`src/rtl/fetch_pkg.sv`:
```
// Shared types and constants for the instruction-fetch stage.
// Latency: n/a (constants only).
// Backpressure: n/a (constants only).
//
// Contents: FSM state enum, PC/LUT widths, halt encoding and the constant
// branch-target table used by branch_lut.
package fetch_pkg;

   localparam int PC_W      = 10;
   localparam int LUT_SEL_W = 5;
   localparam int LUT_DEPTH = 2 ** LUT_SEL_W;
   localparam int INSTR_W   = 9;

   localparam logic [INSTR_W-1:0] HALT_INSTR = 9'b111111111;

   typedef enum logic [1:0] {
      IDLE = 2'd0,
      RUN  = 2'd1,
      DONE = 2'd2
   } fetch_state_e;

   typedef logic [PC_W-1:0] pc_t;

   // Absolute branch targets indexed by the decoder's target_sel.
   // Entries without a program-assigned target are left at 0.
   localparam pc_t BRANCH_LUT [LUT_DEPTH] = '{
      10'd0,    10'd100,  10'd7,    10'd200,   // 0..3
      10'd512,  10'd40,   10'd1023, 10'd300,   // 4..7
      10'd10,   10'd20,   10'd128,  10'd0,     // 8..11
      10'd900,  10'd0,    10'd0,    10'd0,     // 12..15
      10'd64,   10'd0,    10'd0,    10'd0,     // 16..19
      10'd333,  10'd0,    10'd0,    10'd0,     // 20..23
      10'd0,    10'd0,    10'd0,    10'd0,     // 24..27
      10'd0,    10'd0,    10'd0,    10'd1000   // 28..31
   };

   // Sequential successor; the top PC naturally wraps to 0.
   function automatic pc_t pc_incr(input pc_t pc);
      return pc + pc_t'(1);
   endfunction

endpackage

```
`src/rtl/branch_lut.sv`:
```
// Branch-target lookup: maps a LUT index to an absolute PC.
// Latency: purely combinational, zero cycles.
// Backpressure: none; output follows target_sel every cycle.
//
// Ports:
//   target_sel  in  LUT_SEL_W  branch LUT index from the decoder
//   target_pc   out PC_W       absolute branch destination
module branch_lut
   import fetch_pkg::*;
(
   input  logic [LUT_SEL_W-1:0] target_sel,
   output logic [PC_W-1:0]      target_pc
);

   // The index width covers the table exactly, so every index is in range.
   assign target_pc = BRANCH_LUT[target_sel];

endmodule

```
`src/rtl/fetch_unit.sv`:
```
// Instruction-fetch stage: owns the PC, runs the IDLE/RUN/DONE program FSM.
// Latency: single-cycle execute; next PC (sequential, LUT branch or hold) lands at the next edge.
// Backpressure: none; one instruction retires every RUN cycle, taken branches add no bubble.
//
// Ports:
//   clk, reset      clock and synchronous active-high reset
//   start           one-cycle pulse; launches execution from PC 0 (ignored in RUN)
//   instr           instruction at pc from the combinational ROM
//   branch_flag     decoder says instr is a branch
//   uncond          branch is a jump (ignores compare result)
//   cond_true       ALU compare result for instr
//   target_sel      branch LUT index
//   pc              current fetch address
//   instr_valid     instr is executing this cycle
//   branch_taken    PC redirect at the next edge
//   done            program has halted
//   cycle_count     RUN-cycle counter, saturating
//
// Build option: define FETCH_CYCLE_COUNT_EN to enable the cycle counter;
// without it cycle_count is tied to 0.
module fetch_unit
   import fetch_pkg::*;
(
   input  logic                 clk,
   input  logic                 reset,
   input  logic                 start,
   input  logic [INSTR_W-1:0]   instr,
   input  logic                 branch_flag,
   input  logic                 uncond,
   input  logic                 cond_true,
   input  logic [LUT_SEL_W-1:0] target_sel,
   output logic [PC_W-1:0]      pc,
   output logic                 instr_valid,
   output logic                 branch_taken,
   output logic                 done,
   output logic [15:0]          cycle_count
);

   fetch_state_e    state_q, state_d;
   logic [PC_W-1:0] pc_q, pc_d;
   logic [PC_W-1:0] lut_pc;
   logic            is_halt;
   logic            taken;

   branch_lut u_branch_lut (
      .target_sel (target_sel),
      .target_pc  (lut_pc)
   );

   assign is_halt = (instr == HALT_INSTR);
   assign taken   = branch_flag & (uncond | cond_true);

   // ------------------------------------------------------------------
   // State and PC registers
   // ------------------------------------------------------------------
   always_ff @(posedge clk) begin
      if (reset) begin
         state_q <= IDLE;
         pc_q    <= '0;
      end else begin
         state_q <= state_d;
         pc_q    <= pc_d;
      end
   end

   // ------------------------------------------------------------------
   // Next state / next PC
   // ------------------------------------------------------------------
   always_comb begin
      state_d = state_q;
      pc_d    = pc_q;
      case (state_q)
         IDLE: begin
            pc_d = '0;
            if (start) begin
               state_d = RUN;
            end
         end
         RUN: begin
            // Halt wins over a coincident branch: the PC parks on the
            // halt address so it can be inspected afterwards.
            if (is_halt) begin
               state_d = DONE;
            end else if (taken) begin
               pc_d = lut_pc;
            end else begin
               pc_d = pc_incr(pc_q);
            end
         end
         DONE: begin
            if (start) begin
               pc_d    = '0;
               state_d = RUN;
            end
         end
         default: begin
            state_d = IDLE;
            pc_d    = '0;
         end
      endcase
   end

   // ------------------------------------------------------------------
   // Outputs
   // ------------------------------------------------------------------
   always_comb begin
      instr_valid  = 1'b0;
      branch_taken = 1'b0;
      done         = 1'b0;
      case (state_q)
         RUN: begin
            instr_valid  = 1'b1;
            branch_taken = taken & ~is_halt;
         end
         DONE: begin
            done = 1'b1;
         end
         default: begin
            instr_valid  = 1'b0;
         end
      endcase
   end

   assign pc = pc_q;

   // ------------------------------------------------------------------
   // Optional RUN-cycle counter
   // ------------------------------------------------------------------
`ifdef FETCH_CYCLE_COUNT_EN
   logic [15:0] cycle_count_q, cycle_count_d;

   always_comb begin
      cycle_count_d = cycle_count_q;
      case (state_q)
         RUN: begin
            // Counts the halt cycle too; saturates rather than wrapping.
            if (cycle_count_q != 16'hFFFF) begin
               cycle_count_d = cycle_count_q + 16'd1;
            end
         end
         default: begin
            // Frozen in IDLE/DONE until a start launches a new run.
            if (start) begin
               cycle_count_d = '0;
            end
         end
      endcase
   end

   always_ff @(posedge clk) begin
      if (reset) begin
         cycle_count_q <= '0;
      end else begin
         cycle_count_q <= cycle_count_d;
      end
   end

   assign cycle_count = cycle_count_q;
`else
   assign cycle_count = 16'd0;
`endif

endmodule

```
`config.mk`:
```
export PLATFORM = sky130hd
export DESIGN_NAME = fetch_unit
export DESIGN_NICKNAME = d
export VERILOG_FILES = /design/src/rtl/fetch_pkg.sv /design/src/rtl/branch_lut.sv /design/src/rtl/fetch_unit.sv
export SDC_FILE = /design/constraint.sdc
export NUM_CORES = 1
export LEC_CHECK = 0
export BUFFER_PORTS_ARGS = -buffer_cell sky130_fd_sc_hd__clkbuf_2
export CAP_MARGIN = 20
export CORE_MARGIN = 2
export CORE_UTILIZATION = 40
export DETAILED_ROUTE_END_ITERATION = 10
export PLACE_DENSITY = 0.71
export SYNTH_ARGS = -nofsm -noshare
export SYNTH_HDL_FRONTEND = slang
export SYNTH_SLANG_ARGS = --single-unit
```
`constraint.sdc`:
```
create_clock -name clk -period 2.21 [get_ports clk]
set_clock_uncertainty 0.05 [all_clocks]
set_input_delay 0.3315 -clock clk [delete_from_list [all_inputs] [get_ports clk]]
set_output_delay 0.3315 -clock clk [all_outputs]
set_load 0.1 [all_outputs]
```
==> results of run 1 <==
per-layer routing:
metal  vias up  global-route usage, %  routed length (um)
met1       512                   23.2                1240
li1        594                      -                   -
met5         -                      0                   0
met2        36                   23.4                1150
met3         2                   1.54                 147
met4         0                   5.98                  23
cell type report:
class	instances	area, sq um
Sequential cell	12	240
Multi-Input combinational cell	129	816
Tap cell	31	38.8
Clock buffer	3	22.5
Timing Repair Buffer	35	198
Fill cell	295	1440
Inverter	6	22.5
how the worst max path moves through the flow:
stage / start / to / slack (ps) / cells after the start
floorplan: pc[0]$_SDFFE_PP0P_ / pc[6]$_SDFFE_PP0P_ / 70 / 5
global placement: target_sel[0] / pc[6]$_SDFFE_PP0P_ / 320 / 8
detailed placement: target_sel[0] / pc[6]$_SDFFE_PP0P_ / 300 / 8
CTS: state_q[1]$_SDFFE_PP0P_ / done / 560 / 3
global route: target_sel[0] / pc[6]$_SDFFE_PP0P_ / 440 / 8
finish: state_q[1]$_SDFFE_PP0P_ / pc[3]$_SDFFE_PP0P_ / 570 / 5
layout by cell type (no fill, tap or decap), types with 3 or more instances in the layout:
cell       count
mux2i_1        3
nand3_1        7
ha_1           6
a21oi_1        5
nor2_1        12
o21ai_0        6
nor3_1         3
o21ai_1       13
buf_4          3
clkbuf_4       3
a31oi_1        3
and3_1         3
inv_1          4
nand2_1        9
clkbuf_2      31
dfxtp_1       12
o2bb2ai_1      5
nor2b_1        3
nand2b_1       3
conb_1        16
power by group through the flow:
stage / clock network (mW) / logic, mW / registers [mW]
after floorplan: 0 / 0.259 / 0.261
after global placement: 0 / 0.309 / 0.234
after detailed placement: 0 / 0.309 / 0.234
after CTS: 0.135 / 0.310 / 0.229
after global routing: 0.144 / 0.331 / 0.230
final: 0.127 / 0.310 / 0.229
kinds of logic after synthesis:
| family | after synthesis | synth area share (%) |
|---|---|---|
| AND/OR/NAND/NOR | 53 | 24.5 |
| buffers and inverters | 30 | 16.4 |
| AO/OA/AOI/OAI | 50 | 28.7 |
| flip-flops | 12 | 20.3 |
| adder cells (fa/ha/maj) | 6 | 6.34 |
| multiplexers | 4 | 3.48 |
| other | 1 | 0.316 |
worst max-delay path, stage by stage, from the launching register on:
cell and delay (ps):
dfxtp_1 340, or3b_1 410, a31o_4 290, a31oi_1 250, a21o_1 150, a22o_1 110
cell usage after synthesis (all sizes together), types with 3 or more instances:
cell type  count  share of area (%)
nor2b          4                2.1
o2bb2ai        5                3.7
o21ai         19                8.0
and3           4                2.1
buf           24                 14
a31oi          3                1.6
nand2b         4                2.7
nand2          9                2.9
inv            6                1.9
ha             6                6.3
nand3          7                3.0
mux2i          3                2.5
a21oi          5                2.1
nor3           3                1.3
dfxtp         12                 20
nor2          12                3.8
registers in the layout, indices dropped and copies added, names as in the netlist:
register	cells
state_q	2
pc	10
stage by stage:
step / std cells / instance area (sq um) / utilization [%] / setup WS [ps] / hold WS, ps
floorplan: 171 / 1250 / - / 65.7 / 377
finish: 216 / 1340 / 48.1 / 566 / 229
detailed placement: 213 / 1320 / 47.3 / 302 / 436
CTS: 216 / 1340 / 48.1 / 560 / 223
global placement: 213 / 1320 / 47.3 / 324 / 431
global route: 216 / 1340 / 48.1 / 435 / 245
==> results.md, run 1 <==
- Row Count: 19
- Cells after Synth: 156
- Crit end category: register
- Critical Path RT: 2370 ps
- VDD IR-drop max: 0.000368 V
- Worst setup SP type: register
- Power, Total: 0.667 mW
- Setup Viol. Count Final: 0
- Clock transition at path regs: 70 ps
- Dpl hpwl: 2.02 mm
- Largest net degree at the start of global routing: 20
- Vias in the first global route: between 900 and 1000
- Full die area: between 0.003 and 0.004 sq mm
- Routability-driven placement congestion ratio: 0.778
- FF-to-FF End: pc[3]$_SDFFE_PP0P_
- Die Ht: 58.4 um
- Clk_lat worst skew: 260 ps
- Syn avg cell area: 7.60 sq um
- Worst slew pin tran: 542 ps
- Dominant synthesized flop cell: dfxtp_1
- Synthesis Warnings: 0
- Worst hold start: reset
- Final worst-path cycle share: about three quarters
- P_leak: around 0.63 nW
- Clk sinks: 12
- CTS H-tree depth: 1
- Slew HR: 64.0%
- Antenna diodes: 0
- Int Power: 0.352 mW
- Vias/cell: 5.30
- Initial drt markers: 14
- Net Switching: about 0.31 mW
- Switching Fraction: 47.2%
- Crit-path max FO: 14
- Power Density: 499 mW/mm^2
- Final Hold Fails: 0
- First-pass GRT wire length: 4.25 mm
- Max_cap viols: 0
- Mapped cell area: 0.00118 sq mm
- Postcts setup bufs: 0
- Total wire length: approximately 2.6 mm
- R2R cell count: 5
- Clock Tree Buf Depth: 2
- Post-CTS resize count: 0
- RSZ-0062 raised after global routing: false
- Combinational share of power: between 40% and 50%
- Initial Utilization: about 43%
- Post-CTS Hold Buffers: 0
- Core box area: 0.00278 sq mm
- Seq cells post-synth: 12
- Hold Path Depth: 2
- Hold WC Path Type: input port to register
- Root buffer cell: clkbuf_4
- Hold endpoint: state_q[0]$_SDFFE_PP0P_
- Wire per inst: 11.9 um
- Residual DRC count: 0
- Synth unique cells: between 40 and 50
- Ports: 49
- F_max: 608 MHz
- Routed Antenna Nets: 0
- Die Wd: approximately 60 um
- Final max-slew violation count: 0
- Initial antenna violation count: 0
- Ys async rst share: 0%
- Total Routing Usage GR: 15.7%
- Status: complete, no violations
- CP Class: register to register
- Cts bufs inserted: 3
- Sequential fraction of the synthesis area: between 20% and 30%
- Tmin final: 1640 ps
- Clock share of power: 19.1%
- R2r setup slk: ~570 ps
- PortBufs: 32
- Nets@finish: 213
- CTS tree: built
- Part of the power in registers: 34.4%
- R2r startpoint: state_q[1]$_SDFFE_PP0P_
- Critical path arrival: 1810 ps
- Setup TNS Final: 0 ps
- Share of cells above drive strength 1: 24.3%
- Initial DRT Pass Iterations: 4
- Post-synth EDFFs: 0
- Total number of vias: approximately 1100
- Area Growth Syn to Fin: 12.9%
- GRT overflow: 0
No activity file was read; power rests on OpenSTA's default activity.
==> inputs of run 2 (changes only) <==
--- a/config.mk
+++ b/config.mk
@@ -5,6 +5,7 @@
 export SDC_FILE = /design/constraint.sdc
 export NUM_CORES = 1
 export LEC_CHECK = 0
+export ABC_AREA = 1
 export BUFFER_PORTS_ARGS = -buffer_cell sky130_fd_sc_hd__clkbuf_2
 export CAP_MARGIN = 20
 export CORE_MARGIN = 2
==> constraint.sdc (replaced) <==
create_clock -name clk -period 1.7 [get_ports clk]
set_clock_uncertainty 0.05 [all_clocks]
set_input_delay 0.255 -clock clk [delete_from_list [all_inputs] [get_ports clk]]
set_output_delay 0.255 -clock clk [all_outputs]
set_load 0.1 [all_outputs]
==> run 2 against run 1 <==
Compared with the run above:
- die area up 4.8%
- register-to-register slack worse by 250 ps
- total power up 46%
- clock power up 76%
- largest cell class unchanged
==> results.md, run 2 <==
- Worst slew pin tran: 545 ps (was 542 ps)
- Dpl hpwl: 2.21 mm (was 2.02 mm)
- Hold WC Path Type: input port to register (unchanged)
- Final worst-path cycle share: between 90% and 100%
- Tmin final: 1560 ps
- Antenna diodes: 0 (unchanged)
- Final Hold Fails: 0 (unchanged)
- Core box area: 0.00300 sq mm (was 0.00278 sq mm)
- Final max-slew violation count: 0 (unchanged)
- Die Wd: 59.8 um (was 58.4 um)
- Post-CTS resize count: 0 (unchanged)
- Mapped cell area: 0.00125 sq mm (was 0.00118 sq mm)
- F_max: 641 MHz
- Row Count: 20 (was 19)
- Area Growth Syn to Fin: 17.2% (was 12.9%)
- CTS tree: built (unchanged)
- Seq cells post-synth: 12 (unchanged)
- Postcts setup bufs: 0 (unchanged)
- Syn avg cell area: 6.08 sq um (was 7.60 sq um)
- Full die area: 0.00358 sq mm (was 0.00341 sq mm)
- Sequential fraction of the synthesis area: 19.3% (was 20.3%)
- Initial DRT Pass Iterations: 4 (unchanged)
- Ports: 49 (unchanged)
- Worst Hold Slack: 187 ps (was 229 ps)
- Post-synth top area share: 19.9% (was 20.3%)
- Crit-path max FO: 3 (was 14)
- Setup Viol. Count Final: 0 (unchanged)
- Nets@finish: 264 (was 213)
- Worst setup SP type: register (unchanged)
- Fill cell instance count of the final layout: 329 (was 295)
- Synth unique cells: 29 (was 46)
- P_leak: 0.767 nW (was 0.634 nW)
- First-pass GRT wire length: 4.41 mm (was 4.25 mm)
- RSZ-0062 raised after global routing: false (unchanged)
- Ys async rst share: 0% (unchanged)
- Crit end category: output pin (was register)
- Most common library cells after synthesis: nand2_1, nand3_1, inv_1 (was buf_4, o21ai_1, dfxtp_1, nor2_1, nand2_1)
- CP Class: register to output pin (was register to register)
- Routed Antenna Nets: 0 (unchanged)
- CP max stage delay: 440 ps (was 410 ps)
- Worst path bufs/invs: 3 (was 0)
- Post-synth EDFFs: 0 (unchanged)
- Root buffer cell: clkbuf_4 (unchanged)
- CP cell instances: inv_2 -> nand2_4 -> clkinvlp_4 -> clkbuf_2 (was or3b_1 -> a31o_4 -> a31oi_1 -> a21o_1 -> a22o_1)
- Max_cap viols: 0 (unchanged)
- Area contributors post-synth: nand2_1, dfxtp_1, nand3_1 (was dfxtp_1, buf_4, ha_1)
- R2r setup slk: 320 ps (was 570 ps)
- Largest net degree at the start of global routing: 13 (was 20)
- Share of cells above drive strength 1: 29.1% (was 24.3%)
- CTS H-tree depth: 1 (unchanged)
- Dominant synthesized flop cell: dfxtp_1 (unchanged)
- Total number of vias: 1296 (was 1144)
- Initial drt markers: 40 (was 14)
- CP delay by family, top: buffers and inverters (was compound AO/OA/AOI/OAI gates)
- Residual DRC count: 0 (unchanged)
- GRT overflow: 0 (unchanged)
- Total wire length: 2.65 mm (was 2.56 mm)
- Initial Utilization: 41.5% (was 42.6%)
- Routability-driven placement congestion ratio: 0.880 (was 0.778)
- Worst setup margin: 139 ps (was 566 ps)
- VDD IR-drop max: 0.000181 V (was 0.000368 V)
- Power Density: 669 mW/mm^2 (was 499 mW/mm^2)
- Status: complete, no violations (unchanged)
- Critical Path RT: 1390 ps (was 2370 ps)
- Power, Total: 0.977 mW (was 0.667 mW)
- Initial antenna violation count: 0 (unchanged)
- Most frequent cells in the layout: nand2_1, nand3_1, clkbuf_2 (was clkbuf_2, conb_1, o21ai_1)
- Slew HR: 63.8% (was 64.0%)
- Yosys top cell by area: nand2_1 (was dfxtp_1)
- Most common cell after layout, fill and taps aside: nand2_1 (was clkbuf_2)
- Synthesis Warnings: 0 (unchanged)
- Total Routing Usage GR: 15.4% (was 15.7%)
- Post-CTS Hold Buffers: 0 (unchanged)
- Pre-CTS setup slack: 223 ps (was 302 ps)
- Critical path arrival: 1260 ps (was 1810 ps)
- Most frequent cell after synthesis: nand2_1 (was buf_4)
- Wire per inst: 9.81 um (was 11.9 um)
- Clock Tree Buf Depth: 2 (unchanged)
- Cts bufs inserted: 3 (unchanged)
- PortBufs: 32 (unchanged)
- Die Ht: 59.8 um (was 58.4 um)
- Cells after Synth: 205 (was 156)
- Max reg flops: 10 (unchanged)
- Clk sinks: 12 (unchanged)
- Vias in the first global route: 1061 (was 956)
- Clk_lat worst skew: 270 ps (was 260 ps)
- CP max stage cell: clkbuf_2 (was or3b_1)
- Clock transition at path regs: 70 ps (about the same)
- Vias/cell: 4.80 (was 5.30)
-- run 2: changes by cell type after synthesis, sizes merged, moves of 4 or more --
cell / before / now
o2bb2ai: 5 / 0
nand3: 7 / 36
o21ai: 19 / 9
nand2: 9 / 67
nand2b: 4 / 0
inv: 6 / 23
nor2b: 4 / 0
and3: 4 / 0
-- run 2: stage by stage --
stage               TNS (ps)  utilization (%)  cell area [sq um]  cells
finish                     0             48.6               1460    270
global route               0             48.6               1460    270
CTS                        0             48.6               1460    270
detailed placement         0             47.4               1420    266
global placement           0             47.4               1420    266
floorplan               -123                -               1350    220
-- run 2: layout make-up --
class,count,area (sq um),area share (%)
multi-input cells,164,837,57.3
well taps,33,41.3,2.83
clock buffers,4,36.3,2.49
inverters,23,96.3,6.60
repair buffers,34,190,13.0
flip-flops and latches,12,259,17.7
-- run 2: logic make-up (layout without fill, tap and decap cells) --
logic type      after synthesis  after routing  share of synthesized area (%)
simple gates                122            122                           43.8
compound gates               20             20                           10.9
fa+ha+maj                     6              6                           6.02
other cells                   1             16                          0.301
flops                        12             12                           19.3
buf+inv                      44             61                           19.7
-- run 2: per-layer routing --
layer | track usage, % | up-vias | share of wire [%]
met5 | 0 | - | 0
met4 | 4.76 | 0 | 0.76
met3 | 1.30 | 2 | 3.8
met2 | 25.8 | 35 | 48
met1 | 20.9 | 562 | 47
li1 | - | 697 | -
-- run 2: worst register-to-register path: stages, from the launching register on --
cell and delay, ps:
dfxtp_4 400, ha_1 220, nand3_2 120, nor2_4 140
nand3_1 80, nand2_1 60, nand3_1 80, nand3_1 80
nand2_1 40
-- run 2: power breakdown --
| group | switching (mW) | total (mW) | internal, mW |
|---|---|---|---|
| registers | 0.0179 | 0.311 | 0.293 |
| logic | 0.359 | 0.442 | 0.0822 |
| clock network | 0.0942 | 0.224 | 0.130 |
| total | 0.472 | 0.977 | 0.505 |
-- run 2: path summary, 6_finish.rpt --
path / from / endpoint / depth (start not counted)
worst max register to register: pc[0]$_SDFFE_PP0P_ / pc[8]$_SDFFE_PP0P_ / 8
worst max-delay path: state_q[1]$_SDFFE_PP0P_ / instr_valid / 4
worst min-delay path: start / state_q[0]$_SDFFE_PP0P_ / 3
worst min register to register: pc[4]$_SDFFE_PP0P_ / pc[4]$_SDFFE_PP0P_ / 2
==> inputs of run 3 (changes only) <==
--- a/config.mk
+++ b/config.mk
@@ -6,12 +6,13 @@
 export NUM_CORES = 1
 export LEC_CHECK = 0
 export ABC_AREA = 1
-export BUFFER_PORTS_ARGS = -buffer_cell sky130_fd_sc_hd__clkbuf_2
 export CAP_MARGIN = 20
 export CORE_MARGIN = 2
 export CORE_UTILIZATION = 40
 export DETAILED_ROUTE_END_ITERATION = 10
-export PLACE_DENSITY = 0.71
+export DONT_BUFFER_PORTS = 1
+export PLACE_DENSITY = 0.57
+export SLEW_MARGIN = 20
 export SYNTH_ARGS = -nofsm -noshare
 export SYNTH_HDL_FRONTEND = slang
 export SYNTH_SLANG_ARGS = --single-unit
==> run 3 against run 2 <==
Compared with the run above:
- final area fell by 5.0%
- global-route usage rose by 0.93 points
- via count shrank 2.8%
- sequential power about the same
- die area unchanged
- largest cell class unchanged
- highest routed layer unchanged
- count of clock-buffer cells in the layout stayed put
- hold slack lost 120 ps
==> results.md, run 3 (synthesized netlist as in run 2, its figures left out) <==
- Final max-slew violation count: 0 (unchanged)
- Clock Tree Buf Depth: 2 (unchanged)
- Switching Fraction: 48.8% (was 48.3%)
- Full die area: 0.00358 sq mm (unchanged)
- Area Growth Syn to Fin: 11.3% (was 17.2%)
- Root buffer cell: clkbuf_4 (unchanged)
- Max reg flops: 10 (unchanged)
- Fill cell instance count of the final layout: 332 (was 329)
- Wire per inst: 11.3 um (was 9.81 um)
- CP max stage delay: 330 ps (was 440 ps)
- Power Density: 697 mW/mm^2 (was 669 mW/mm^2)
- Ports: 49 (unchanged)
- Routed Antenna Nets: 0 (unchanged)
- Initial drt markers: 41 (was 40)
- Vias in the first global route: 1025 (was 1061)
- First-pass GRT wire length: 4.47 mm (was 4.41 mm)
- GRT overflow: 0 (unchanged)
- Setup TNS Final: 0 ps (unchanged)
- RSZ-0062 raised after global routing: false (unchanged)
- Largest net degree at the start of global routing: 14 (was 13)
- CP cell instances: inv_2 -> nand2_4 -> clkinvlp_4 -> nand3_2 -> clkinvlp_4 -> buf_12 (was inv_2 -> nand2_4 -> clkinvlp_4 -> clkbuf_2)
- Nets@finish: 244 (was 264)
- Power, Total: 0.968 mW (was 0.977 mW)
- CTS tree: built (unchanged)
- Int Power: 0.496 mW (was 0.505 mW)
- PortBufs: 0 (was 32)
- Setup Viol. Count Final: 0 (unchanged)
- Crit-path most repeated cell: clkinvlp_4
- Vias/cell: 5.04 (was 4.80)
- Die Ht: 59.8 um (unchanged)
- Core box area: 0.00300 sq mm (unchanged)
- CP max stage cell: dfxtp_2 (was clkbuf_2)
- Final Hold Fails: 0 (unchanged)
- Net Switching: 0.472 mW (about the same)
- Status: complete, no violations (unchanged)
- Crit end category: output pin (unchanged)
- Part of the power in registers: 32.1% (was 31.8%)
- Crit-path max FO: 3 (unchanged)
- F_max: 669 MHz (was 641 MHz)
- Share of cells above drive strength 1: 22.6% (was 29.1%)
- Clk_lat worst skew: 280 ps (was 270 ps)
- Antenna diodes: 0 (unchanged)
- VDD IR-drop max: 0.000285 V (was 0.000181 V)
- Clock transition at path regs: 90 ps (was 70 ps)
- Most frequent cells in the layout: nand2_1, nand3_1, inv_1, conb_1, buf_4 (was nand2_1, nand3_1, clkbuf_2)
- Final core occ: 46.2% (was 48.6%)
- Routability-driven placement congestion ratio: 0.830 (was 0.880)
- Post-CTS resize count: 0 (unchanged)
- Total wire length: 2.83 mm (was 2.65 mm)
- Worst setup SP type: register (unchanged)
- Final worst-path cycle share: 87.9% (was 91.8%)
- Initial antenna violation count: 0 (unchanged)
- Final Instance Area: 0.00139 sq mm (was 0.00146 sq mm)
- Clock share of power: 24.8% (was 23.0%)
- Slew HR: 66.4% (was 63.8%)
- Placed Area: 0.00135 sq mm (was 0.00142 sq mm)
- Worst path bufs/invs: 4 (was 3)
- Clk sinks: 12 (unchanged)
- Hold WC Path Type: input port to register (unchanged)
- Cts bufs inserted: 3 (unchanged)
- Most common cell after layout, fill and taps aside: nand2_1 (unchanged)
- Postcts setup bufs: 0 (unchanged)
- Worst slew pin tran: 503 ps (was 545 ps)
- Total Routing Usage GR: 16.4% (was 15.4%)
- CP delay by family, top: buffers and inverters (unchanged)
- Initial Utilization: 41.5% (unchanged)
- Post-CTS Hold Buffers: 0 (unchanged)
- Tmin final: 1490 ps (was 1560 ps)
- Total number of vias: 1260 (was 1296)
- CP Class: register to output pin (unchanged)
- Residual DRC count: 0 (unchanged)
- Row Count: 20 (unchanged)
- Max_cap viols: 0 (unchanged)
- Initial DRT Pass Iterations: 4 (unchanged)
- Combinational share of power: 43.1% (was 45.2%)
- CTS H-tree depth: 1 (unchanged)
- Die Wd: 59.8 um (unchanged)
- Critical Path RT: 1390 ps (about the same)
- Dpl hpwl: 2.26 mm (was 2.21 mm)
- P_leak: 0.693 nW (was 0.767 nW)
- Critical path arrival: 1190 ps (was 1260 ps)
[run 3: changes by cell type in the layout (fill, tap and decap cells not counted), sizes merged]
cell / delta
clkbuf: -31
buf: +11
[run 3: worst paths after layout]
path / start / endpoint / slack [ps] / cells past startpoint
max: state_q[1]$_SDFFE_PP0P_ / branch_taken / 210 / 6
min: start / state_q[0]$_SDFFE_PP0P_ / 70 / 2
max reg2reg: pc[0]$_SDFFE_PP0P_ / pc[8]$_SDFFE_PP0P_ / 360 / 8
min reg2reg: pc[4]$_SDFFE_PP0P_ / pc[4]$_SDFFE_PP0P_ / 440 / 2
[run 3: layout make-up]
cell class / instances / area [sq um] / area share [%]
multi-input combinational: 164 / 837 / 60.3
sequential: 12 / 259 / 18.7
timing repair buffer: 14 / 118 / 8.48
inverter: 23 / 96.3 / 6.94
tap: 33 / 41.3 / 2.98
clock buffer: 4 / 36.3 / 2.61
[run 3: per-stage QoR]
| step | hold slack (ps) | instances | worst slack, ps |
|---|---|---|---|
| CTS | 70.5 | 250 | 196 |
| finish | 65.4 | 250 | 206 |
| floorplan | 345 | 220 | -123 |
| global placement | 357 | 246 | 370 |
| detailed placement | 370 | 246 | 327 |
| global route | 77.8 | 250 | 152 |
[run 3: power by group through the flow]
stage                     Clock [mW]  Sequential [mW]  Combinational, mW
final                          0.240            0.311              0.417
after global routing           0.254            0.313              0.443
after CTS                      0.241            0.311              0.417
after detailed placement           0            0.317              0.415
after global placement             0            0.316              0.415
after floorplan                    0            0.377              0.341
[run 3: routing by layer]
| layer | GRT usage [%] | share of wire [%] | vias up |
|---|---|---|---|
| met2 | 25.9 | 48 | 46 |
| met3 | 3.25 | 6.8 | 3 |
| met1 | 21.1 | 44 | 559 |
| met4 | 7.62 | 0.81 | 0 |
| li1 | - | - | 652 |
| met5 | 0 | 0 | - |
